`config.mk`:
```
export PLATFORM = sky130hd
export DESIGN_NAME = rr_pipe_arbiter
export DESIGN_NICKNAME = d
export VERILOG_FILES = /design/src/rtl/rr_arb_pkg.sv /design/src/rtl/rr_arb2.sv /design/src/rtl/rr_pipe_arbiter.sv
export SDC_FILE = /design/constraint.sdc
export NUM_CORES = 1
export LEC_CHECK = 0
export ABC_AREA = 0
export CORE_MARGIN = 2
export CORE_UTILIZATION = 40
export CTS_CLUSTER_SIZE = 12
export DETAILED_ROUTE_END_ITERATION = 8
export PLACE_DENSITY = 0.76
export SYNTH_ARGS = -nofsm -noshare
export SYNTH_HDL_FRONTEND = slang
export SYNTH_SLANG_ARGS = --single-unit
```
`constraint.sdc`:
```
create_clock -name clk -period 3 [get_ports clk]
set_input_delay 0.45 -clock clk [delete_from_list [all_inputs] [get_ports clk]]
set_output_delay 0.45 -clock clk [all_outputs]
set_load 0.02 [all_outputs]
```
`src/rtl/rr_arb_pkg.sv`:
```
// -----------------------------------------------------------------------------
// rr_arb_pkg
// Shared definitions for the round-robin pipelined arbiter slice.
//   W_DEF / DEPTH_DEF : default data width and pipeline depth
//   LAST_RST          : reset value of the "last granted" marker. It points at
//                       port 1, so port 0 wins the first contention.
//   beat_t            : one tagged beat {src, data}
//   rr_grant()        : 2-way round-robin grant, returns {g1, g0}
// -----------------------------------------------------------------------------
package rr_arb_pkg;

  localparam int   W_DEF     = 8;
  localparam int   DEPTH_DEF = 2;
  localparam logic LAST_RST  = 1'b1;

  typedef struct packed {
    logic             src;
    logic [W_DEF-1:0] data;
  } beat_t;

  // When both ports request, grant the port that was not served last.
  function automatic logic [1:0] rr_grant(input logic v_0, input logic v_1, input logic last);
    logic [1:0] g;
    case ({v_1, v_0})
      2'b01:   g = 2'b01;
      2'b10:   g = 2'b10;
      2'b11:   g = last ? 2'b01 : 2'b10;
      default: g = 2'b00;
    endcase
    return g;
  endfunction

endpackage

```
`src/rtl/rr_arb2.sv`:
```
// -----------------------------------------------------------------------------
// rr_arb2
// Purely combinational 2-way round-robin grant.
// Ports:
//   i_v_0, i_v_1 : request valids
//   i_last       : port that received the most recent accepted grant
//   o_g0, o_g1   : one-hot (or zero) grant
// -----------------------------------------------------------------------------
module rr_arb2
  import rr_arb_pkg::*;
(
  input  logic i_v_0,
  input  logic i_v_1,
  input  logic i_last,
  output logic o_g0,
  output logic o_g1
);

  logic [1:0] w_grant;

  // Grant decode from the two requests and the last-served marker.
  always_comb begin
    w_grant = rr_grant(i_v_0, i_v_1, i_last);
    o_g0    = w_grant[0];
    o_g1    = w_grant[1];
  end

endmodule

```
`src/rtl/rr_pipe_arbiter.sv`:
```
// -----------------------------------------------------------------------------
// rr_pipe_arbiter
// Two requesters share one registered delay pipeline through a round-robin
// arbiter. Each accepted beat is tagged with its source port and leaves the
// last stage DEPTH cycles later. The pipe holds as a whole while the
// downstream stalls.
//
// Ports:
//   clk          clock, all state on posedge
//   rst_n        synchronous active-low reset
//   w_0/v_0      requester 0 data / valid;  rdy_0 requester 0 ready
//   w_1/v_1      requester 1 data / valid;  rdy_1 requester 1 ready
//   w_o/v_o      output data / valid (last stage);  rdy_o downstream ready
//   src_o        source tag of w_o
//   cnt_0/cnt_1  per-port grant counters
//
// Configuration macro: ARB_CNT_EN
//   defined   -> cnt_0/cnt_1 count accepted transfers per port, wrapping at 255
//   undefined -> cnt_0/cnt_1 are tied to zero and no counter flops exist
// -----------------------------------------------------------------------------
module rr_pipe_arbiter
  import rr_arb_pkg::*;
#(
  parameter int W     = W_DEF,
  parameter int DEPTH = DEPTH_DEF
) (
  input  logic         clk,
  input  logic         rst_n,
  input  logic [W-1:0] w_0,
  input  logic         v_0,
  output logic         rdy_0,
  input  logic [W-1:0] w_1,
  input  logic         v_1,
  output logic         rdy_1,
  output logic [W-1:0] w_o,
  output logic         v_o,
  input  logic         rdy_o,
  output logic         src_o,
  output logic [7:0]   cnt_0,
  output logic [7:0]   cnt_1
);

  logic [W-1:0] r_dat [DEPTH];
  logic         r_src [DEPTH];
  logic         r_vld [DEPTH];
  logic         r_last;

  logic         w_g0;
  logic         w_g1;
  logic         w_adv;
  logic         w_xfer_0;
  logic         w_xfer_1;
  logic         w_xfer;
  logic         w_sel_src;
  logic [W-1:0] w_sel_dat;

  rr_arb2 u_arb (
    .i_v_0  (v_0),
    .i_v_1  (v_1),
    .i_last (r_last),
    .o_g0   (w_g0),
    .o_g1   (w_g1)
  );

  // Advance and handshake logic. Readiness is gated by reset so nothing is
  // accepted while the pipe is being cleared.
  always_comb begin
    w_adv     = ~r_vld[DEPTH-1] | rdy_o;
    rdy_0     = w_g0 & w_adv & rst_n;
    rdy_1     = w_g1 & w_adv & rst_n;
    w_xfer_0  = v_0 & rdy_0;
    w_xfer_1  = v_1 & rdy_1;
    w_xfer    = w_xfer_0 | w_xfer_1;
    w_sel_src = w_xfer_1;
    w_sel_dat = w_xfer_1 ? w_1 : w_0;
  end

  // Pipeline stages and last-served marker. The whole pipe shifts together,
  // so bubbles are carried along rather than collapsed.
  always_ff @(posedge clk) begin
    if (!rst_n) begin
      for (int i = 0; i < DEPTH; i++) begin
        r_vld[i] <= 1'b0;
        r_src[i] <= 1'b0;
        r_dat[i] <= {W{1'b0}};
      end
      r_last <= LAST_RST;
    end else if (w_adv) begin
      r_vld[0] <= w_xfer;
      if (w_xfer) begin
        r_src[0] <= w_sel_src;
        r_dat[0] <= w_sel_dat;
        r_last   <= w_sel_src;
      end
      for (int i = 1; i < DEPTH; i++) begin
        r_vld[i] <= r_vld[i-1];
        r_src[i] <= r_src[i-1];
        r_dat[i] <= r_dat[i-1];
      end
    end
  end

  assign v_o   = r_vld[DEPTH-1];
  assign w_o   = r_dat[DEPTH-1];
  assign src_o = r_src[DEPTH-1];

`ifdef ARB_CNT_EN
  logic [7:0] r_cnt_0;
  logic [7:0] r_cnt_1;

  // Per-port grant counters. They count accepted transfers only, so a
  // downstream stall, which blocks acceptance, never moves them.
  always_ff @(posedge clk) begin
    if (!rst_n) begin
      r_cnt_0 <= 8'd0;
      r_cnt_1 <= 8'd0;
    end else begin
      if (w_xfer_0) begin
        r_cnt_0 <= r_cnt_0 + 8'd1;
      end
      if (w_xfer_1) begin
        r_cnt_1 <= r_cnt_1 + 8'd1;
      end
    end
  end

  assign cnt_0 = r_cnt_0;
  assign cnt_1 = r_cnt_1;
`else
  assign cnt_0 = 8'd0;
  assign cnt_1 = 8'd0;
`endif

endmodule

```
==> results.md, run 1 <==
* Status: completed
* Die W at 55.8 microns
* Commonest non-fill, non-tap cell in the layout: clkdlybuf4s50_1
* Comb pwr share at 21.6%
* Initial drt markers at 6
* FF+latch count, synth at 21
* P&R area growth vs syn at 24.6%
* TritonCTS clock tree: built
* Starting Density at 42.6%
* IO Count at 49
* Area of the mapped netlist at 1070 sq um
* Die H at 55.8 microns
* Hold WS at 0.566 ns
* Crit path required time at 2.55 ns
* Pwr per Cell Area at 469 nW/um^2
* Delay-heaviest family, CP: buffers and inverters
* Hold buffers post-CTS at 0
* Fillers at 232
* Crit-path max FO at 13
* CP Launch Type: input port
* RSZ-0062 raised after global routing: no
* Worst path slowest cell: clkdlybuf4s50_1
* Crit-path max cell delay at 0.62 ns
* # DRC at 0
* DRT antenna net count at 0
* Final wirelength at 1.70 mm
* Postcts setup bufs at 0
* CTS Sinks at 21
* Ys Warns at 0
* Relative slew slack at 66.8%
* Final Max Tran Viols at 0
* Hpwl dp at 1.36 mm
* RD Place Congestion at 0.756
* Sequential area share after synthesis at 57.7%
* Leakage power at 0.577 nW
* Via density at 4.64
* Switching power at 163 uW
* Internal power at 465 uW
* Clock share of power at 21.0%
* Global route overflow at 0
* Clock-pin slew of the registers on the worst-case setup and hold paths at 0.11 ns
* Final min period at 2.54 ns
* Mean area per synthesized cell at 10.7 sq um
* Share of layout cells above drive strength 1 at 7.14%
* Clock latency at the later pin of the worst-skew pair at 0.30 ns
* Worst Tran Pin Value at 0.496 ns
* Final setup vio count at 0
* R2R Path Start: r_vld[0][1]$_SDFFCE_PN0P_
* Commonest non-fill, non-tap cells in the layout: 32 x clkdlybuf4s50_1, 20 x edfxtp_1, 17 x nand2_1
* Finished Cell Area at 1340 sq um
* Maximum vdd drop at 0.275 mV
* Final Hold Viols at 0
* GRT Total Usage at 10.9%
* Reg power frac at 57.4%
* Final cell count without fillers at 156
* TritonRoute pass-1 iters at 4
* Fin crit share at 84.8%
* WS Path Type: input port to output pin
* CP Launch Point: rdy_o
* Pin count of the biggest net entering global routing at 14
* Row count at 18
* Synth unique cells at 16
* DR vias at 724
* Hold Startpoint: r_dat[0][1]$_SDFFCE_PN0P_
* Wirelength per Cell at 10.9 microns
* H-tree depth at 1
* Worst path cell trace: clkdlybuf4s50_1 -> nand2b_1 -> nand2_1 -> nor2_1 -> clkdlybuf4s50_1
* Hold crit path type: register to register
* Placed Area at 1310 sq um
* Setup crit end kind: output pin
* Fmax achieved at 0.393 GHz
* TNS Setup at 0 ns
* Core area at 2520 sq um
* Clock Tree Buf Depth at 2
* Antenna violations before repair at 0
* Cts repair resizes at 0
* Vias in the first global route at 641
* Die area at 3120 sq um
* Total power at 628 uW
* WP data arrival at 2.09 ns
* Switching Fraction at 26.0%
* Critical Path Most Common Cell: clkdlybuf4s50_1
* Root Driver: clkbuf_4
* # Max-Cap Violations at 0
* Placed Cells at 152
* Antenna cells at 0
* CTS Buf Count at 3
* Layout Nets at 148
* Buf+Inv Stages, Crit Path at 2
* First-pass GRT wire length at 2.61 mm
* Synthesized instance count at 100
* # port buffers at 32
* Clock skew at 0.00679 ns
synthesized netlist by cell type, drive strengths merged:
master	number	area [sq um]
a21bo	1	10.0
a21boi	1	11.3
a21oi	9	45.0
and3	11	68.8
buf	26	193
clkbuf	2	7.51
conb	1	3.75
dfxtp	1	20.0
edfxtp	20	601
inv	1	3.75
nand2	17	63.8
nand2b	1	6.26
nand3b	1	7.51
nor2	5	18.8
o21ai	3	15.0
logic make-up (layout without fill, tap and decap cells):
group           count (synthesis)  in the layout  synth area share (%)
buf+inv                        29             40                  19.0
compound gates                 14             14                  7.57
other cells                     1             16                 0.349
flops                          21             21                  57.7
simple gates                   35             35                  15.4
power groups by stage:
stage          Sequential, mW  Clock [mW]  Combinational (mW)
4_1_cts                 0.361       0.136               0.136
3_5_place_dp            0.368           0               0.135
3_3_place_gp            0.366           0               0.133
5_1_grt                 0.363       0.146               0.145
2_1_floorplan           0.368           0              0.0989
6_report                0.361       0.132               0.136
worst reg2reg max path: cells and delay by family, from the launching register on:
family | cells | cell delay (ns)
buffers and inverters | 1 | 0.20
AND/OR/NAND/NOR | 2 | 0.37
AO/OA/AOI/OAI | 1 | 0.25
flip-flops | 1 | 0.44
final timing paths:
kind	cells after the start	slack, ns	end
setup / recovery	5	0.46	rdy_1
setup reg to reg	4	1.46	r_src[0][0]$_SDFFCE_PN0P_
hold / removal	1	0.57	r_dat[0][9]$_SDFFCE_PN0P_
hold reg to reg	1	0.57	r_dat[0][9]$_SDFFCE_PN0P_
sequential cells by signal, summed over array words and instances (netlist names):
signal	count
r_dat	16
r_src	2
r_vld	2
r_last	1
area by class of cell:
type,count,area (sq um),area share (%)
timing repair buffer,35,343,25.6
clock buffer,3,22.5,1.68
inverter,1,3.75,0.280
tap,30,37.5,2.80
clock inverter,1,5.00,0.374
multi-input combinational,65,307,22.9
sequential,21,621,46.4
metrics by stage:
step                      setup slack [ns]  util, %
after detailed placement             0.459     52.0
after global placement               0.478     52.0
after CTS                            0.443     53.1
final                                0.456     53.1
after floorplan                       1.15        -
after global routing                 0.307     53.1
metal layers:
metal | track usage (%) | wire length [microns] | vias to the layer above
met1 | 9.99 | 631 | 321
met5 | 0 | 0 | -
met3 | 2.33 | 170 | 4
met2 | 21.1 | 858 | 45
li1 | - | - | 354
met4 | 7.14 | 38 | 0
(Power assumes the default switching activity.)
==> run 2: changes to the inputs <==
- CORE_UTILIZATION: 40 -> 37
- PLACE_DENSITY: 0.76 -> 0.74
- clock period: 3 -> 2.09 ns (I/O delays scaled with it)
==> results.md, run 2 (synthesis results as in run 1) <==
* P&R area growth vs syn at 27.2%
* Final Max Tran Viols at 0
* Top reg by flops: r_dat
* Commonest non-fill, non-tap cell in the layout: clkdlybuf4s50_1
* Global route overflow at 0
* Top flop regs: r_dat: 16 flops, r_src: 2 flops, r_vld: 2 flops
* Leakage power at 0.603 nW
* CTS Buf Count at 3
* Final wirelength at 1.59 mm
* Via density at 4.40
* Clock latency at the later pin of the worst-skew pair at 0.30 ns
* Die H at 57.9 microns
* CTS Sinks at 21
* Worst path cell trace: clkdlybuf4s50_1 -> nand2b_1 -> nand2_1 -> nor2_1 -> dlygate4sd2_1
* Finished Cell Area at 1370 sq um
* Postcts setup bufs at 0
* Buf+Inv Stages, Crit Path at 2
* # DRC at 0
* Core area at 2760 sq um
* Hold WS at 0.561 ns
* Pin count of the biggest net entering global routing at 14
* Hold crit path type: register to register
* Clock-pin slew of the registers on the worst-case setup and hold paths at 0.11 ns
* TritonCTS clock tree: built
* Row count at 19
* Starting Density at 39.0%
* Crit path required time at 1.78 ns
* Maximum vdd drop at 0.386 mV
* IO Count at 49
* Routed wl met2 at 779 microns
* Met3 WL at 160 microns
* Fmax achieved at 0.538 GHz
* Clock Tree Buf Depth at 2
* DR vias at 708
* GRT Total Usage at 9.98%
* Clock skew at 0.00325 ns
* Layout Utilization at 49.6%
* Hold buffers post-CTS at 0
* Placed Area at 1340 sq um
* Final setup vio count at 0
* Highest routed metal layer: met4
* Initial drt markers at 8
* Antenna violations before repair at 0
* Crit-path max cell delay at 0.46 ns
* Wirelength per Cell at 9.84 microns
* H-tree depth at 1
* Area occupied by registers at 621 sq um
* M1 WL at 625 microns
* RD Place Congestion at 0.746
* WP data arrival at 1.54 ns
* Fillers at 260
* Pwr per Cell Area at 659 nW/um^2
* Die area at 3350 sq um
* RSZ-0062 raised after global routing: no
* Antenna cells at 0
* Largest register FFs at 16
* # port buffers at 32
* Crit-path max FO at 7
* Layout Nets at 152
* Final min period at 1.86 ns
* Die W at 57.9 microns
* TritonRoute pass-1 iters at 3
* # Max-Cap Violations at 0
* First-pass GRT wire length at 2.44 mm
* Final Hold Viols at 0
* Root Driver: clkbuf_4
* Status: completed
* DRT antenna net count at 0
* Vias in the first global route at 568
* Footprint of the multi-input gates at 307 sq um
* Share of layout cells above drive strength 1 at 10.0%
* WS Path Type: input port to output pin
* Delay-heaviest family, CP: buffers and inverters
* CP Launch Type: input port
* Fin crit share at 88.9%
* Setup crit end kind: output pin
* Worst path slowest cell: clkdlybuf4s50_1
* Cts repair resizes at 2
* Hpwl dp at 1.28 mm
* Commonest non-fill, non-tap cells in the layout: 30 x clkdlybuf4s50_1, 20 x edfxtp_1, 17 x nand2_1
==> run 2: path summary, 6_finish.rpt <==
path	start	cells past startpoint	to	slack (ns)
setup reg to reg	r_vld[0][1]$_SDFFCE_PN0P_	4	r_dat[0][5]$_SDFFCE_PN0P_	0.72
hold reg to reg	r_src[0][0]$_SDFFCE_PN0P_	1	r_src[0][1]$_SDFFCE_PN0P_	0.56
hold / removal	r_src[0][0]$_SDFFCE_PN0P_	1	r_src[0][1]$_SDFFCE_PN0P_	0.56
setup / recovery	rdy_o	5	rdy_1	0.23
==> run 2: final cells by class <==
cell class                      instances  share of cell area, %
Clock inverter                          1                  0.366
Tap cell                               31                   2.84
Sequential cell                        21                   45.4
Timing Repair Buffer                   39                   27.1
Clock buffer                            3                   1.65
Inverter                                1                  0.274
Multi-Input combinational cell         65                   22.4
==> run 2: routing by layer <==
metal / global-route usage [%] / vias to the layer above
met1: 10.3 / 304
met5: 0 / -
met3: 3.35 / 2
li1: - / 365
met4: 7.97 / 0
met2: 16.4 / 37
==> run 2: metrics by stage <==
| step | std cells | setup slack [ns] | power [mW] | setup TNS, ns |
|---|---|---|---|---|
| CTS | 161 | 0.228 | 0.910 | 0 |
| finish | 161 | 0.232 | 0.901 | 0 |
| floorplan | 115 | 0.242 | 0.670 | 0 |
| global route | 161 | 0.126 | 0.951 | 0 |
| global placement | 157 | -0.0515 | 0.722 | -0.0779 |
| detailed placement | 157 | -0.0387 | 0.727 | -0.0706 |
==> run 2: where the power goes <==
group	internal, mW	total, mW	switching, mW	leakage [nW]
sequential	0.506	0.517	0.0117	0.233
clock	0.0714	0.186	0.114	0.0177
combinational	0.0945	0.198	0.103	0.353
==> run 3: changes to the inputs <==
- GPL_TIMING_DRIVEN: default -> 0
- MAX_ROUTING_LAYER: default -> met4
==> results.md, run 3 (synthesis results as in run 1) <==
* Status: completed
* Post-route setup slack at 0.208 ns
* GR Util met3 at 1.34%
* H-tree depth at 1
* Top reg by flops: r_dat
* Clock latency at the later pin of the worst-skew pair at 0.29 ns
* R2R Path Start: r_vld[0][1]$_SDFFCE_PN0P_
* Fin crit share at 90.1%
* Crit path required time at 1.78 ns
* First-pass GRT wire length at 2.81 mm
* Commonest non-fill, non-tap cells in the layout: 30 x clkdlybuf4s50_1, 25 x buf_4, 20 x edfxtp_1
* Wirelength per Cell at 9.02 microns
* Die H at 57.9 microns
* GR peak layer: met2
* Placed Area at 1490 sq um
* Crit-path max FO at 10
* CP Launch Point: rdy_o
* Starting Density at 39.0%
* Pin count of the biggest net entering global routing at 12
* Final Hold Viols at 0
* GRT Total Usage at 11.3%
* Layout Nets at 173
* Via density at 4.18
* Final setup vio count at 0
* P&R area growth vs syn at 40.2%
* IO Count at 49
* Root Driver: clkbuf_4
* WS Path Type: input port to output pin
* DRT antenna net count at 0
* Hpwl dp at 1.34 mm
* Top flop regs: r_dat: 16 flops, r_src: 2 flops, r_vld: 2 flops
* Leakage power at 0.702 nW
* Finished Cell Area at 1510 sq um
* Row count at 19
* CTS Sinks at 21
* DR vias at 761
* Clock Tree Buf Depth at 2
* WP data arrival at 1.57 ns
* Fmax achieved at 0.531 GHz
* Clock-pin slew of the registers on the worst-case setup and hold paths at 0.11 ns
* Global route overflow at 0
* Setup crit end kind: output pin
* RD Place Congestion at 0.705
* RSZ-0062 raised after global routing: no
* Global Route met1 Usage at 12.3%
* Final min period at 1.88 ns
* Worst Tran Pin Value at 0.705 ns
* # DRC at 0
* Final Max Tran Viols at 0
* Share of layout cells above drive strength 1 at 21.9%
* Clock skew at 0.00949 ns
* TritonRoute pass-1 iters at 4
* Maximum vdd drop at 0.343 mV
* Met2 Usage GRT at 19.5%
* Hold Startpoint: r_dat[0][2]$_SDFFCE_PN0P_
* Dpl ws at -0.269 ns
* CTS Buf Count at 3
* # port buffers at 32
* Final wirelength at 1.64 mm
* Core area at 2760 sq um
* Die W at 57.9 microns
* Layout Utilization at 54.6%
* TritonCTS clock tree: built
* Hold crit path type: register to register
* Postcts setup bufs at 0
* Initial drt markers at 15
* Hold WS at 0.569 ns
* Fillers at 252
* CP Launch Type: input port
* Vias in the first global route at 691
* # Max-Cap Violations at 0
* Largest register FFs at 16
* Die area at 3350 sq um
* Commonest non-fill, non-tap cell in the layout: clkdlybuf4s50_1
* Pwr per Cell Area at 619 nW/um^2
* Relative slew slack at 52.7%
* Antenna cells at 0
* Antenna violations before repair at 0
run 3: changes by cell type in the layout (fill, tap and decap cells not counted):
cell           before  now
o21ai_1             0    1
clkbuf_2            0    2
buf_4               7   25
dlygate4sd2_1       2    0
o21ai_0             3    2
clkinv_2            1    0
clkbuf_1            0    3
buf_2               0    1
run 3: worst max-delay path, stage by stage:
cell and delay, ns:
clkdlybuf4s50_1 0.46, nand2b_1 0.18, nand2_1 0.13, buf_2 0.20
nor2_1 0.11, clkbuf_2 0.17
run 3: area by class of cell:
class                           instances  area [sq um]  area share (%)
Timing Repair Buffer                   32           310            20.6
Multi-Input combinational cell         65           307            20.3
Sequential cell                        21           621            41.2
Inverter                                1          3.75           0.249
Clock buffer                            4          26.3            1.74
Buffer                                 28           200            13.3
Tap cell                               31          38.8            2.57
run 3: what timing repair did:
action | in CTS | in global routing
hold buffers | 0 | 0
setup endpoints to repair | 2 | 11
resized for setup | 2 | 5
run 3: worst paths after layout:
check / end / slack (ns) / cells past startpoint
setup / recovery: rdy_1 / 0.21 / 6
hold / removal: r_dat[0][10]$_SDFFCE_PN0P_ / 0.57 / 1
setup reg to reg: r_dat[0][4]$_SDFFCE_PN0P_ / 0.41 / 3
hold reg to reg: r_dat[0][10]$_SDFFCE_PN0P_ / 0.57 / 1
run 3: layer usage:
metal	vias to the layer above	part of all wire [%]
li1	402	-
met3	2	9.4
met4	0	1.3
met2	37	52
met5	-	0
met1	320	38
run 3: power breakdown:
group	leakage (nW)	switching [mW]	internal (mW)	total, mW
Clock	0.0150	0.108	0.0741	0.182
Sequential	0.233	0.0113	0.506	0.517
Combinational	0.455	0.110	0.123	0.233
Total	0.702	0.229	0.703	0.933
run 3: through the flow:
stage	power, mW	instances	TNS [ns]
after floorplan	0.670	115	0
after global placement	0.757	178	-2.29
after detailed placement	0.761	178	-2.82
after CTS	0.942	182	0
after global routing	0.983	182	0
final	0.933	182	0
